--- config.mk ---
export PLATFORM = sky130hd
export DESIGN_NAME = bb1_port_master
export DESIGN_NICKNAME = d
export VERILOG_FILES = /design/src/rtl/bb1_pkg.sv /design/src/rtl/bb1_cmd_fifo.sv /design/src/rtl/bb1_port_master.sv
export SDC_FILE = /design/constraint.sdc
export NUM_CORES = 1
export LEC_CHECK = 0
export ABC_AREA = 1
export CAP_MARGIN = 20
export CORE_MARGIN = 8
export CORE_UTILIZATION = 52
export DETAILED_ROUTE_END_ITERATION = 7
export GPL_TIMING_DRIVEN = 1
export PLACE_DENSITY = 0.79
export REMOVE_ABC_BUFFERS = 1
export SYNTH_ARGS = -nofsm -noshare
export SYNTH_HDL_FRONTEND = slang
export SYNTH_SLANG_ARGS = --single-unit
--- constraint.sdc ---
create_clock -name clk -period 2.7 [get_ports clk]
set_clock_uncertainty 0.2 [all_clocks]
set_input_delay 0.54 -clock clk [delete_from_list [all_inputs] [get_ports clk]]
set_output_delay 0.54 -clock clk [all_outputs]
set_load 0.01 [all_outputs]
--- src/rtl/bb1_pkg.sv ---
// Shared types for the K1802BB1 port master.
//   op_t    : command opcode carried on cmd_op and stored in the command FIFO
//   state_t : port sequencer states
package bb1_pkg;

  typedef enum logic [1:0] {
    OpRead  = 2'd0,
    OpWrite = 2'd1,
    OpXchg  = 2'd2,
    OpRsvd  = 2'd3
  } op_t;

  typedef enum logic [2:0] {
    StIdle = 3'd0,
    StRd   = 3'd1,
    StWr   = 3'd2,
    StXrd  = 3'd3,
    StXwr  = 3'd4
  } state_t;

  localparam int unsigned OpW   = 2;
  localparam int unsigned AddrW = 2;

endpackage

--- src/rtl/bb1_cmd_fifo.sv ---
// Two-entry command FIFO holding {op, addr, wdata}.
//   clk_i, rst_ni : clock, asynchronous active-low reset
//   push_i        : write wdata_i (ignored when full)
//   pop_i         : drop head entry (ignored when empty)
//   rdata_o       : head entry, valid while !empty_o
//   full_o/empty_o: occupancy flags
module bb1_cmd_fifo #(
  parameter int unsigned Width = 20
) (
  input  logic             clk_i,
  input  logic             rst_ni,
  input  logic             push_i,
  input  logic             pop_i,
  input  logic [Width-1:0] wdata_i,
  output logic [Width-1:0] rdata_o,
  output logic             full_o,
  output logic             empty_o
);

  logic [Width-1:0] mem_q [2];
  logic             wr_ptr_q, wr_ptr_d;
  logic             rd_ptr_q, rd_ptr_d;
  logic [1:0]       count_q, count_d;
  logic             push_en, pop_en;

  assign full_o  = (count_q == 2'd2);
  assign empty_o = (count_q == 2'd0);
  assign rdata_o = mem_q[rd_ptr_q];

  assign push_en = push_i & ~full_o;
  assign pop_en  = pop_i & ~empty_o;

  always_comb begin
    wr_ptr_d = wr_ptr_q;
    rd_ptr_d = rd_ptr_q;
    count_d  = count_q;
    if (push_en) wr_ptr_d = ~wr_ptr_q;
    if (pop_en)  rd_ptr_d = ~rd_ptr_q;
    unique case ({push_en, pop_en})
      2'b10:   count_d = count_q + 2'd1;
      2'b01:   count_d = count_q - 2'd1;
      default: count_d = count_q;
    endcase
  end

  always_ff @(posedge clk_i or negedge rst_ni) begin
    if (!rst_ni) begin
      wr_ptr_q <= 1'b0;
      rd_ptr_q <= 1'b0;
      count_q  <= 2'd0;
      mem_q[0] <= '0;
      mem_q[1] <= '0;
    end else begin
      wr_ptr_q <= wr_ptr_d;
      rd_ptr_q <= rd_ptr_d;
      count_q  <= count_d;
      if (push_en) mem_q[wr_ptr_q] <= wdata_i;
    end
  end

endmodule

--- src/rtl/bb1_port_master.sv ---
// Port master for a bank of SLICES K1802BB1 chips sharing one port.
//   clk, nRESET          : clock, asynchronous active-low reset
//   cmd_*                : command channel (valid/ready), op/addr/wdata
//   rsp_*                : response channel (valid/ready), data/err
//   nEC nW nR A nCI nD_o : registered active-low chip port drive
//   nD_i                 : inverted read data from the chips
module bb1_port_master
  import bb1_pkg::*;
#(
  parameter int unsigned SLICES = 4
) (
  input  logic                  clk,
  input  logic                  nRESET,
  input  logic                  cmd_valid,
  output logic                  cmd_ready,
  input  logic [1:0]            cmd_op,
  input  logic [1:0]            cmd_addr,
  input  logic [4*SLICES-1:0]   cmd_wdata,
  output logic                  rsp_valid,
  input  logic                  rsp_ready,
  output logic [4*SLICES-1:0]   rsp_data,
  output logic                  rsp_err,
  output logic                  nEC,
  output logic                  nW,
  output logic                  nR,
  output logic [1:0]            A,
  output logic                  nCI,
  output logic [4*SLICES-1:0]   nD_o,
  input  logic [4*SLICES-1:0]   nD_i
);

  localparam int unsigned W      = 4 * SLICES;
  localparam int unsigned EntryW = OpW + AddrW + W;

  // FIFO
  logic              fifo_full, fifo_empty, fifo_pop;
  logic [EntryW-1:0] fifo_rdata;
  op_t               head_op;
  logic [1:0]        head_addr;
  logic [W-1:0]      head_wdata;

  bb1_cmd_fifo #(
    .Width (EntryW)
  ) u_cmd_fifo (
    .clk_i   (clk),
    .rst_ni  (nRESET),
    .push_i  (cmd_valid),
    .pop_i   (fifo_pop),
    .wdata_i ({cmd_op, cmd_addr, cmd_wdata}),
    .rdata_o (fifo_rdata),
    .full_o  (fifo_full),
    .empty_o (fifo_empty)
  );

  assign cmd_ready  = ~fifo_full;
  assign head_op    = op_t'(fifo_rdata[EntryW-1 -: OpW]);
  assign head_addr  = fifo_rdata[W +: AddrW];
  assign head_wdata = fifo_rdata[W-1:0];

  // State
  state_t       state_q, state_d;
  logic         rsp_valid_q, rsp_valid_d;
  logic [W-1:0] rsp_data_q, rsp_data_d;
  logic         rsp_err_q, rsp_err_d;
  logic         nec_q, nec_d, nw_q, nw_d, nr_q, nr_d, nci_q, nci_d;
  logic [1:0]   a_q, a_d;
  logic [W-1:0] nd_q, nd_d;
  // Write half of an exchange, held across the read cycle
  logic [W-1:0] xwdata_q, xwdata_d;

  always_comb begin
    state_d     = state_q;
    rsp_valid_d = rsp_valid_q;
    rsp_data_d  = rsp_data_q;
    rsp_err_d   = rsp_err_q;
    xwdata_d    = xwdata_q;
    fifo_pop    = 1'b0;
    // Chip port idles unless a state below drives it for the next cycle
    nec_d = 1'b1;
    nw_d  = 1'b1;
    nr_d  = 1'b1;
    nci_d = 1'b1;
    a_d   = 2'd0;
    nd_d  = '1;

    if (rsp_valid_q && rsp_ready) rsp_valid_d = 1'b0;

    unique case (state_q)
      StIdle: begin
        if (!fifo_empty && !rsp_valid_q) begin
          fifo_pop = 1'b1;
          unique case (head_op)
            OpRead: begin
              state_d = StRd;
              nec_d   = 1'b0;
              nr_d    = 1'b0;
              a_d     = head_addr;
            end
            OpWrite: begin
              state_d = StWr;
              nec_d   = 1'b0;
              nw_d    = 1'b0;
              a_d     = head_addr;
              nd_d    = ~head_wdata;
              nci_d   = (head_addr != 2'd0);
            end
            OpXchg: begin
              state_d  = StXrd;
              nec_d    = 1'b0;
              nr_d     = 1'b0;
              a_d      = head_addr;
              xwdata_d = head_wdata;
            end
            default: begin
              // Reserved op: error response, no chip cycle
              rsp_valid_d = 1'b1;
              rsp_err_d   = 1'b1;
              rsp_data_d  = '0;
            end
          endcase
        end
      end
      StRd: begin
        state_d     = StIdle;
        rsp_valid_d = 1'b1;
        rsp_err_d   = 1'b0;
        rsp_data_d  = ~nD_i;
      end
      StWr: begin
        state_d     = StIdle;
        rsp_valid_d = 1'b1;
        rsp_err_d   = 1'b0;
        rsp_data_d  = '0;
      end
      StXrd: begin
        // Capture old value silently, then reuse the held address for the write
        state_d    = StXwr;
        rsp_err_d  = 1'b0;
        rsp_data_d = ~nD_i;
        nec_d      = 1'b0;
        nw_d       = 1'b0;
        a_d        = a_q;
        nd_d       = ~xwdata_q;
        nci_d      = (a_q != 2'd0);
      end
      StXwr: begin
        state_d     = StIdle;
        rsp_valid_d = 1'b1;
      end
      default: state_d = StIdle;
    endcase
  end

  always_ff @(posedge clk or negedge nRESET) begin
    if (!nRESET) begin
      state_q     <= StIdle;
      rsp_valid_q <= 1'b0;
      rsp_data_q  <= '0;
      rsp_err_q   <= 1'b0;
      xwdata_q    <= '0;
      nec_q       <= 1'b1;
      nw_q        <= 1'b1;
      nr_q        <= 1'b1;
      nci_q       <= 1'b1;
      a_q         <= 2'd0;
      nd_q        <= '1;
    end else begin
      state_q     <= state_d;
      rsp_valid_q <= rsp_valid_d;
      rsp_data_q  <= rsp_data_d;
      rsp_err_q   <= rsp_err_d;
      xwdata_q    <= xwdata_d;
      nec_q       <= nec_d;
      nw_q        <= nw_d;
      nr_q        <= nr_d;
      nci_q       <= nci_d;
      a_q         <= a_d;
      nd_q        <= nd_d;
    end
  end

  assign rsp_valid = rsp_valid_q;
  assign rsp_data  = rsp_data_q;
  assign rsp_err   = rsp_err_q;
  assign nEC       = nec_q;
  assign nW        = nw_q;
  assign nR        = nr_q;
  assign nCI       = nci_q;
  assign A         = a_q;
  assign nD_o      = nd_q;

endmodule

# Yosys cells after proc, flatten, opt, wreduce, memory -nomap -nowiden
# Cells that the tools add are included.
# classes
n_addsub	2
magnitude_cmp	3
n_eq_ne	12
mux	40
bitwise_logic	11
reduce_logical	22
# op_table
op	count
two-way mux 20 bit	4
two-way mux 16 bit	4
NOT 16 bit	3
one-hot mux 16 bit (3 select lines)	1
bitwise mux 40 bit	1
one-hot mux 16 bit (2 select lines)	1
demux 20 bit (select 1 bit)	1
two-way mux 1 bit	16
one-hot mux 1 bit (2 select lines)	5
one-hot mux 3 bit (3 select lines)	1
AND reduction 3 bit	3
OR reduction 3 bit	3
one-hot mux 2 bit (2 select lines)	2
nonzero test 2 bit	4
equality test 2 bit, second input constant	3
equality test 3 x 2 -> 1 bit, second input constant	2
one-hot mux 3 bit (2 select lines)	1
equality test 2 x 1 -> 1 bit, second input constant	2
greater-or-equal comparator 2 bit, second input constant	2
logical NOT 2 bit	2
two-way mux 2 bit	2
inequality test 2 bit, second input constant	2
inequality test 4 x 1 -> 1 bit, second input constant	1
NOT 1 bit	4
14 further kinds	20
# word_totals
reg_bits	103
inputBits	40
output_inout_bits	41
wordCells	106

# Longest topological paths before layout
# Gate-level depths: netlist of run 1.
# depth
depth_word	9
ltp_mapped	11
depth_no_buf	10

# Hierarchy
# From an unflattened synthesis of run 1, not the netlist that was laid out.
# unflattened
cells_unflattened	578
area_unflattened_um2	5036.1
# modules_own_cells
module	n_inst	cells_per_inst	area_per_inst_um2	seq_area_each_um2
bb1_port_master	1	305	2687.6	1501.4
bb1_cmd_fifo	1	273	2348.5	1101.1

# Worst setup path after synthesis of run 1
# No wires, ideal clock.
# synth_path
kind	reg2reg
startpoint	reg u_cmd_fifo.rd_ptr_q
endpoint	reg rsp_data_q[11] (netlist: rsp_data[11])
setup_ps	65
t_arrival_ps	1685
required_time_ps	2435
path_slack_ps	750
path_stages_with_launch	12
n_path_buf	1
synth_period_minus_slack_ps	1950
path_cell_list	dfrtp_1 -> inv_2 -> or2_2 -> o21ai_0 -> inv_1 -> ha_1 -> inv_1 -> a21oi_1 -> nand2_2 -> buf_6 -> nand2_1 -> nand2_1
# synth_between
elab_chain_cells	8
word_cells_on_any_way	10
cone_classes	eq/ne: 3; mux: 3; bitwise: 1; reduce/logical: 3
# synth_rtl
element	line	text
start: declaration	bb1_cmd_fifo.sv:22	logic rd_ptr_q, rd_ptr_d;
start signal: assignment	bb1_cmd_fifo.sv:55	rd_ptr_q <= rd_ptr_d;
NOT 1 -> 2 bit (not written as such) *	bb1_cmd_fifo.sv:28	assign rdata_o = mem_q[rd_ptr_q];
two-way mux 20 bit (not written as such) * (3 in series)	bb1_cmd_fifo.sv:28	
equality test 2 bit (tied with other cells)	bb1_port_master.sv:92	unique case (head_op)
OR reduction 3 bit (no source line) *	n/a	
inequality test 2 bit (no source line) *	n/a	
AND reduction 3 bit (no source line) *	n/a	
end signal: assignment	bb1_port_master.sv:170	rsp_data_q <= rsp_data_d;
end: declaration	bb1_port_master.sv:63	logic [W-1:0] rsp_data_q, rsp_data_d;
# Every way passes the cells marked *; elsewhere a longest branch is shown, timed or not. The select of a mux whose other input is x is not followed.
# A chain may end at the register's enable or synchronous reset.

# Final worst setup path of run 1
# layout_path
startpoint	reg u_cmd_fifo.count_q[0]
endpoint	out cmd_ready
# layout_between
elab_chain_cells	2
# layout_rtl
element	line	text
start: declaration	bb1_cmd_fifo.sv:23	logic [1:0] count_q, count_d;
start signal: assignment	bb1_cmd_fifo.sv:56	count_q <= count_d;
equality test 2 bit	bb1_cmd_fifo.sv:26	assign full_o = (count_q == 2'd2);
NOT 1 bit	bb1_port_master.sv:55	assign cmd_ready = ~fifo_full;
end: declaration	bb1_port_master.sv:15	output logic cmd_ready,
# Every way passes these cells.

==> results of run 1 <==
-- per-stage QoR --
stage | setup WS (ps) | instances | instance area, um^2
2_1_floorplan | 282.1 | 493 | 4373
3_3_place_gp | 545.8 | 687 | 5364
3_5_place_dp | 476.4 | 687 | 5364
4_1_cts | 355.6 | 704 | 5563
5_1_grt | 307.7 | 704 | 5563
6_report | 382.3 | 704 | 5563
-- state kept, by name, summed over array words and instances, names as in the netlist --
name	flops
A	2
u_cmd_fifo.rd_ptr_q	1
nEC	1
rsp_data	16
rsp_valid	1
nR	1
xwdata_q	16
u_cmd_fifo.wr_ptr_q	1
u_cmd_fifo.count_q	2
state_q	3
nW	1
rsp_err	1
nCI	1
nD_o	16
u_cmd_fifo.mem_q	40
-- metal layers --
| layer | track usage | up-vias | wire length (um) |
|---|---|---|---|
| met2 | 0.2782 | 109 | 4561 |
| met5 | 0 | - | 0 |
| met3 | 0.04551 | 13 | 699 |
| li1 | - | 1747 | - |
| met1 | 0.2260 | 1661 | 4424 |
| met4 | 0.05865 | 0 | 133 |
-- power breakdown --
part	internal [W]	switching, W	leakage, nW
Combinational	0.00115	0.00172	1.45
Clock	0.000426	0.000514	0.0960
Sequential	0.00227	0.000364	1.26
-- worst max path at each step --
stage	from	to	slack, ps	cells past startpoint
2_1_floorplan	u_cmd_fifo.rd_ptr_q$_DFFE_PN0P_	xwdata_q[0]$_DFFE_PN0P_	280	7
3_3_place_gp	cmd_valid	u_cmd_fifo.count_q[1]$_DFFE_PN0P_	550	6
3_5_place_dp	cmd_valid	u_cmd_fifo.count_q[1]$_DFFE_PN0P_	480	6
4_1_cts	u_cmd_fifo.count_q[0]$_DFFE_PN0P_	cmd_ready	360	3
5_1_grt	u_cmd_fifo.count_q[0]$_DFFE_PN0P_	cmd_ready	310	3
6_report	u_cmd_fifo.count_q[0]$_DFFE_PN0P_	cmd_ready	380	3
-- critical path: cells and delay by family (launching register included) --
family / cells / cell delay (ps)
buffers and inverters: 2 / 620
flip-flops: 1 / 480
AND/OR/NAND/NOR: 1 / 110
-- layout make-up --
type / instances / area, um^2 / area share
sequential: 103 / 2603 / 0.4678
multi-input combinational: 359 / 1654 / 0.2973
timing repair buffer: 87 / 865.8 / 0.1556
tap: 108 / 135.1 / 0.02429
clock inverter: 6 / 61.31 / 0.01102
inverter: 31 / 116.4 / 0.02092
clock buffer: 10 / 127.6 / 0.02294
-- placed cells by master, fill, tap and decap left out, types with 3 or more instances in the layout --
| master | instances |
|---|---|
| dfrtp_1 | 83 |
| inv_2 | 3 |
| clkbuf_8 | 9 |
| dfstp_2 | 20 |
| or2_2 | 16 |
| nand2_1 | 185 |
| o21ai_0 | 42 |
| ha_1 | 5 |
| clkdlybuf4s50_1 | 79 |
| clkinv_2 | 3 |
| nor2_1 | 52 |
| nand2_2 | 5 |
| inv_1 | 28 |
| buf_4 | 6 |
| nand3_1 | 35 |
-- kinds of logic after synthesis --
| kind of cell | count (synthesis) | share of synthesized area |
|---|---|---|
| xor+xnor | 3 | 0.005834 |
| simple gates | 304 | 0.2922 |
| buf+inv | 53 | 0.05500 |
| fa+ha+maj | 5 | 0.01389 |
| flops | 103 | 0.5778 |
| compound gates | 47 | 0.05528 |
-- repair_timing --
item	CTS	global route
hold buffers	1	0
hold endpoints to repair	36	0
resized for setup	0	0
==> flow_summary.yaml, run 1 <==
clock_tree:
  numCtsBuffers: 9
  htreeDepth: 3
  clk_latency_ps: 370
  cts_setup_buffers: 0
  clk_pin_slew_ps: 90
  cts.sinks: 103
  cts_tree: "built"
  cts_buffer_depth: 2
  cts_root_buffer: "clkbuf_8"
timing:
  fmax_mhz: 431.5
  hold_slack_ps: 275.1
  slew_viol_final: 0
  hold_viol: 0
  finalCritPeriodShare: 0.8584
  tns_ps: 0
  max_slew_margin: 0.6516
  tightest_slew_ps: 522.6
  timing.final.crit_period_ps: 2318
  setup_viol: 0
  rsz0062_at_grt: "no"
critical_path:
  rr_endpoint: "rsp_data[9]$_DFFE_PN0P_"
  critPathMaxFanout: 5
  end_kind: "output pin"
  crit_path_start_kind: "flop"
  r2r_cells: 10
  r2r-start: "u_cmd_fifo.rd_ptr_q$_DFFE_PN0P_"
  setup.worst_path.class: "reg -> out"
  crit_path_top_delay_cell: "clkdlybuf4s50_1"
  required_ps: 1960
  cp_slowest_stage_delay_ps: 560
  cp.arrival_ps: 1580
  path_cells: "inv_2 -> nand2_2 -> clkdlybuf4s50_1"
  rrSetupSlack_ps: 540
global_routing:
  grtUsageTotal: 0.1744
  grt_pass1_wl_um: 16680
  antenna_found_initial: 0
  grt.overflow.total: 0
  first_global_vias: 3518
  grt_max_degree: 65
synth:
  netlist_top_cells_area: "dfrtp_1 (46%), nand2_1 (15%), dfstp_2 (12%)"
  synth_edf_count: 0
  ys.flop_type: "dfrtp_1"
  netlist.area_leader.share: 0.4611
  synth_cells: 515
  synth_top_area_cell: "dfrtp_1"
  synth_cell_type_count: 28
  synthArstFlopShare: 1.000
  synth_most_common_cell: "nand2_1"
  postSynthRegisterBits: 103
  syn_area_per_cell_um2: 8.746
  synth_common_cells: "nand2_1 (185), dfrtp_1 (83), nor2_1 (52)"
  synth-warning-count: 0
  netlist_area_um2: 4504
  yosysSeqAreaShare: 0.5778
detailed_routing:
  routedWlPerCell_um: 13.95
  ant_nets: 0
  vias_per_cell: 5.014
  drc: 0
  drtPass1Iterations: 4
  initialDrtViolationCount: 189
  route.vias.total: 3530
  wirelength_um: 9819
cells_and_area:
  nets: 636
  drive_gt1_frac: 0.1258
  post-route-util: 0.6506
  area_delta_synth_final_pct: 23.50
  diodes: 0
  fillers: 687
min_path:
  hold_end: "rsp_data[2]$_DFFE_PN0P_"
  whs_path_depth: 2
  holdCritStartpoint: "rsp_data[2]$_DFFE_PN0P_"
  hp-class: "reg -> reg"
place:
  portBuffers: 80
  hpwlAfterDp_um: 6719
  gp_congestion: 0.8155
outcome:
  status: "finished clean"
pwr:
  peakVddDrop_mv: 0.4434
  p_leak_nw: 2.804
  power_density_nw_per_um2: 1159
  p_total_w: 0.006446
die:
  ioPinCount: 81
  die_w_um: 109.1
  start_util: 0.5268
  dieHeight_um: 109.1
  rows: 34
  die-area_um2: 11900
  core_area_um2: 8551
job:
  drv_cap: 0
(Power assumes the default switching activity.)
==> run 2: changes to the inputs <==
--- a/config.mk
+++ b/config.mk
@@ -7,7 +7,6 @@
 export LEC_CHECK = 0
 export ABC_AREA = 1
 export CAP_MARGIN = 20
-export CORE_MARGIN = 8
 export CORE_UTILIZATION = 52
 export DETAILED_ROUTE_END_ITERATION = 7
 export GPL_TIMING_DRIVEN = 1
==> run 2 against run 1 <==
  * Worst setup slack got worse by 80 ps
  * Maximum frequency decreased by 3.4%
  * Sequential cell count unchanged
  * Global-route usage increased by 4.6 points
  * Non-clock buffer count increased by 1
  * Via count decreased by 0.37%
  * Count of clock-buffer cells in the layout unchanged
  * Routed wire length decreased by 7.7%
  * Sequential power about the same
  * Power increased by 0.29%
  * Clock power increased by 6%
  * Largest cell class unchanged
==> flow_summary.yaml, run 2 (synthesis results as in run 1) <==
global_routing:
  grtUsageTotal: 0.2202
  grt_pass1_wl_um: 15420
  first_global_vias: 3305
  antenna_found_initial: 0
  grt_max_degree: 46
  grt.overflow.total: 0
job:
  drv_cap: 0
place:
  dp_cells: 685
  portBuffers: 80
  hpwlAfterDp_um: 6231
  dp_slack_ps: 321.1
  gp_congestion: 0.8254
  placed_area_um2: 5368
cells_and_area:
  multiInputGateArea_um2: 1654
  top_register: "u_cmd_fifo.mem_q"
  register_area_um2: 2603
  largest_reg_flops: 40
  finalNonFillerCells: 702
  final_cell_mix: "nand2_1 (185), dfrtp_1 (83), clkdlybuf4s50_1 (79)"
  postLayoutCellArea_um2: 5583
  area_delta_synth_final_pct: 23.94
  diodes: 0
  nets: 637
  final_common_cell: "nand2_1"
  fillers: 657
  drive_gt1_frac: 0.1273
die:
  die_w_um: 95.07
  rows: 33
  dieHeight_um: 95.07
  start_util: 0.5427
  ioPinCount: 81
  core_area_um2: 8299
  die-area_um2: 9038
critical_path:
  setup.worst_path.class: "reg -> reg"
  crit_path_start_kind: "flop"
  required_ps: 2810
  critPathMaxFanout: 17
  cp.arrival_ps: 2510
  end_kind: "flop"
outcome:
  status: "finished clean"
detailed_routing:
  route.vias.total: 3517
  routedWlPerCell_um: 12.91
  drtPass1Iterations: 4
  ant_nets: 0
  vias_per_cell: 5.010
  drc: 0
  wirelength_um: 9065
  initialDrtViolationCount: 324
pwr:
  clkPwrFrac: 0.155
  switching_share: 0.4017
  p_int_w: 0.003868
  p_switching_w: 0.002597
  power_density_nw_per_um2: 1158
  peakVddDrop_mv: 0.4038
  combPwrFrac: 0.434
  p_leak_nw: 2.814
  seqPwrFrac: 0.412
timing:
  finalCritPeriodShare: 0.8882
  tns_ps: 0
  slew_viol_final: 0
  setup_viol: 0
  timing.final.crit_period_ps: 2398
  tightest_slew_ps: 563.3
  setup_slack_ps: 301.8
  max_slew_margin: 0.6245
  fmax_mhz: 417.0
  rsz0062_at_grt: "no"
  hold_viol: 0
clock_tree:
  cts_tree: "built"
  htreeDepth: 3
  numCtsBuffers: 9
  clk_latency_ps: 370
  cts_setup_buffers: 0
  cts_buffer_depth: 2
  cts.sinks: 103
  clk_pin_slew_ps: 100
  cts_root_buffer: "clkbuf_8"
min_path:
  hp-class: "reg -> reg"
-- run 2: cell count changes in the layout (fill, tap and decap cells not counted), sizes merged --
cell	before	now
inv	31	33
buf	7	8
clkinv	4	2
-- run 2: worst max-delay path, stage by stage (launching register included) --
cell and delay, ps:
dfrtp_1 550, buf_4 260, o21ai_0 330, inv_1 150, ha_1 240, inv_1 90
a21oi_1 90, nand2_2 270, nand2_1 100, nand2_1 70
-- run 2: final cells by class --
type / instances / share of cell area
repair buffers: 88 / 0.1564
inverters: 31 / 0.02084
flip-flops and latches: 103 / 0.4662
clock buffers: 10 / 0.02286
multi-input cells: 359 / 0.2963
well taps: 105 / 0.02353
clock inverters: 6 / 0.01390
-- run 2: metrics by stage --
| step | util | hold slack, ps | total power [W] |
|---|---|---|---|
| floorplan | - | 44.41 | 0.004375 |
| global placement | 0.6468 | 253.3 | 0.005379 |
| detailed placement | 0.6468 | 258.2 | 0.005497 |
| CTS | 0.6727 | 281.1 | 0.006494 |
| global route | 0.6727 | 299.5 | 0.006996 |
| finish | 0.6727 | 274.9 | 0.006465 |
-- run 2: per-layer routing --
layer  vias up  track usage  share of wire
met5         -            0              0
met4         0      0.09217          0.020
met3        15      0.03349          0.059
met2       110       0.3411           0.45
met1      1640       0.3107           0.47
li1       1752            -              -
-- run 2: power groups by stage --
stage / Clock, W / Sequential (W) / Combinational [W]
after floorplan: 0 / 0.00272 / 0.00165
after global placement: 0 / 0.00266 / 0.00272
after detailed placement: 0 / 0.00269 / 0.00281
after CTS: 0.00101 / 0.00266 / 0.00282
after global routing: 0.00107 / 0.00273 / 0.00320
final: 0.00100 / 0.00266 / 0.00280
-- run 2: worst paths after layout --
kind,from,endpoint,slack [ps],depth (start not counted)
worst max-delay path,u_cmd_fifo.rd_ptr_q$_DFFE_PN0P_,rsp_data[12]$_DFFE_PN0P_,300,9
worst min-delay path,rsp_data[15]$_DFFE_PN0P_,rsp_data[15]$_DFFE_PN0P_,270,2
worst max register to register,u_cmd_fifo.rd_ptr_q$_DFFE_PN0P_,rsp_data[12]$_DFFE_PN0P_,300,9
worst min register to register,rsp_data[15]$_DFFE_PN0P_,rsp_data[15]$_DFFE_PN0P_,270,2
max in group asynchronous,nRESET,nR$_DFF_PN1_,1060,3
min in group asynchronous,nRESET,rsp_data[6]$_DFFE_PN0P_,490,2
-- run 2: timing repair --
item / 4_1_cts / 5_1_grt
hold buffers: 1 / 0
hold endpoints to repair: 26 / 0
gates resized for setup: 0 / 0
==> run 3: changes to the inputs <==
--- a/config.mk
+++ b/config.mk
@@ -6,11 +6,10 @@
 export NUM_CORES = 1
 export LEC_CHECK = 0
 export ABC_AREA = 1
-export CAP_MARGIN = 20
-export CORE_UTILIZATION = 52
+export CORE_UTILIZATION = 47
 export DETAILED_ROUTE_END_ITERATION = 7
 export GPL_TIMING_DRIVEN = 1
-export PLACE_DENSITY = 0.79
+export PLACE_DENSITY = 0.75
 export REMOVE_ABC_BUFFERS = 1
 export SYNTH_ARGS = -nofsm -noshare
 export SYNTH_HDL_FRONTEND = slang
==> constraint.sdc (replaced) <==
create_clock -name clk -period 2.2 [get_ports clk]
set_clock_uncertainty 0.2 [all_clocks]
set_input_delay 0.44 -clock clk [delete_from_list [all_inputs] [get_ports clk]]
set_output_delay 0.44 -clock clk [all_outputs]
set_load 0.01 [all_outputs]
==> run 3 against run 2 <==
  * Non-clock buffer count up 4
  * Sequential share of layout area down 0.55 points
  * Worst setup slack worse by 190 ps
  * Utilization down 6.1 points
  * Register-to-register slack worse by 100 ps
  * Worst hold slack better by 1.9 ps
  * First-iteration DRC count down 23%
  * Design area up 1.3%
  * Sequential cell count unchanged
  * Power up 23%
  * Combinational power up 26%
  * Highest routed layer unchanged
==> flow_summary.yaml, run 3 (synthesis results as in run 1) <==
cells_and_area:
  final_cell_mix: "nand2_1 (185), dfrtp_1 (81), clkdlybuf4s50_1 (78)"
  drive_gt1_frac: 0.1381
  nets: 641
  final_common_cell: "nand2_1"
  area_delta_synth_final_pct: 25.56
  largest_reg_flops: 40
  fillers: 794
  top_register: "u_cmd_fifo.mem_q"
  diodes: 0
clock_tree:
  clk_pin_slew_ps: 90
  cts.sinks: 103
  clk_latency_ps: 370
  htreeDepth: 3
  cts_root_buffer: "clkbuf_8"
  numCtsBuffers: 9
  cts_buffer_depth: 2
  cts_tree: "built"
detailed_routing:
  ant_nets: 0
  routedWlPerCell_um: 12.49
  wirelength_um: 9120
  drc: 0
  drtPass1Iterations: 4
  initialDrtViolationCount: 248
  route.vias.total: 3552
  vias_per_cell: 4.866
min_path:
  hp-class: "reg -> reg"
critical_path:
  crit_path_start_kind: "flop"
  cp.arrival_ps: 1450
  cp_slowest_stage_delay_ps: 540
  setup.worst_path.class: "reg -> out"
  path_cells: "clkdlybuf4s50_1"
  crit_path_top_delay_cell: "clkdlybuf4s50_1"
  cp_num_buf_inv: 1
  end_kind: "output pin"
  required_ps: 1560
  cp_top_family: "buffers and inverters"
  critPathMaxFanout: 1
timing:
  slew_viol_final: 0
  finalCritPeriodShare: 0.9491
  rsz0062_at_grt: "no"
  timing.final.crit_period_ps: 2088
  tns_ps: 0
  hold_slack_ps: 276.8
  tightest_slew_ps: 532.2
  setup_viol: 0
  hold_viol: 0
  fmax_mhz: 478.9
  max_slew_margin: 0.6452
pwr:
  p_leak_nw: 2.843
  clkPwrFrac: 0.152
  switching_share: 0.3997
  peakVddDrop_mv: 0.5917
  combPwrFrac: 0.443
  p_total_w: 0.007982
  p_switching_w: 0.003190
  seqPwrFrac: 0.405
  power_density_nw_per_um2: 1411
  p_int_w: 0.004792
global_routing:
  grtUsageTotal: 0.1993
  grt_max_degree: 104
  antenna_found_initial: 0
  first_global_vias: 3454
  grt.overflow.total: 0
  grt_pass1_wl_um: 15750
outcome:
  status: "finished clean"
die:
  die_w_um: 99.90
  rows: 35
  dieHeight_um: 99.90
  start_util: 0.4875
  die-area_um2: 9979
  ioPinCount: 81
  core_area_um2: 9240
place:
  gp_congestion: 0.8008
  hpwlAfterDp_um: 6135
  portBuffers: 80
job:
  drv_cap: 0
[run 3: cell types whose count changed in the layout (fill, tap and decap cells not counted), sizes merged]
cell           previous run  this run
buf                       8        12
clkdlybuf4s50            79        78
clkbuf                   10         9
clkinv                    2         3
clkinvlp                  1         0
dlymetal6s2s              0         1
inv                      33        34
[run 3: timing repair]
action | 4_1_cts | 5_1_grt
buffers inserted | 0 | 2
hold buffers | 1 | 0
setup endpoints to repair | 1 | 18
pin swaps | 0 | 0
endpoints found under the hold margin | 83 | 0
resized for setup | 1 | 4
[run 3: worst paths after layout]
path	startpoint	to	slack (ps)	cells after the start
max	nD_o[13]$_DFF_PN1_	nD_o[13]	110	1
min	rsp_data[8]$_DFFE_PN0P_	rsp_data[8]$_DFFE_PN0P_	280	2
max reg2reg	u_cmd_fifo.rd_ptr_q$_DFFE_PN0P_	rsp_data[9]$_DFFE_PN0P_	200	10
min reg2reg	rsp_data[8]$_DFFE_PN0P_	rsp_data[8]$_DFFE_PN0P_	280	2
max in group asynchronous	nRESET	u_cmd_fifo.count_q[0]$_DFFE_PN0P_	920	3
min in group asynchronous	nRESET	rsp_data[12]$_DFFE_PN0P_	440	3
[run 3: routing by layer]
layer	up-vias	routed length (um)	track usage
met2	115	4195	0.3210
li1	1757	-	-
met5	-	0	0
met3	13	552	0.04457
met1	1667	4212	0.2639
met4	0	160	0.07805
[run 3: metrics by stage]
step | setup slack [ps] | std cells | util | area, um^2
6_report | 112.0 | 730 | 0.6121 | 5655
5_1_grt | 64.68 | 730 | 0.6121 | 5655
4_1_cts | 14.21 | 728 | 0.6091 | 5628
3_5_place_dp | 139.9 | 711 | 0.5858 | 5413
3_3_place_gp | 243.0 | 711 | 0.5858 | 5413
2_1_floorplan | -217.9 | 493 | - | 4373
[run 3: final cells by class]
cell class / instances / area (um^2) / area share
clock inverter: 7 / 80.08 / 0.01416
tap: 129 / 161.4 / 0.02854
inverter: 31 / 116.4 / 0.02058
multi-input combinational: 359 / 1663 / 0.2940
timing repair buffer: 92 / 905.9 / 0.1602
sequential: 103 / 2605 / 0.4606
clock buffer: 9 / 123.9 / 0.02190
[run 3: power by group through the flow]
| stage | clock network [W] | registers [W] | logic, W |
|---|---|---|---|
| 2_1_floorplan | 0 | 0.00334 | 0.00203 |
| 3_3_place_gp | 0 | 0.00325 | 0.00338 |
| 3_5_place_dp | 0 | 0.00327 | 0.00349 |
| 4_1_cts | 0.00125 | 0.00323 | 0.00351 |
| 5_1_grt | 0.00133 | 0.00332 | 0.00402 |
| 6_report | 0.00121 | 0.00323 | 0.00354 |
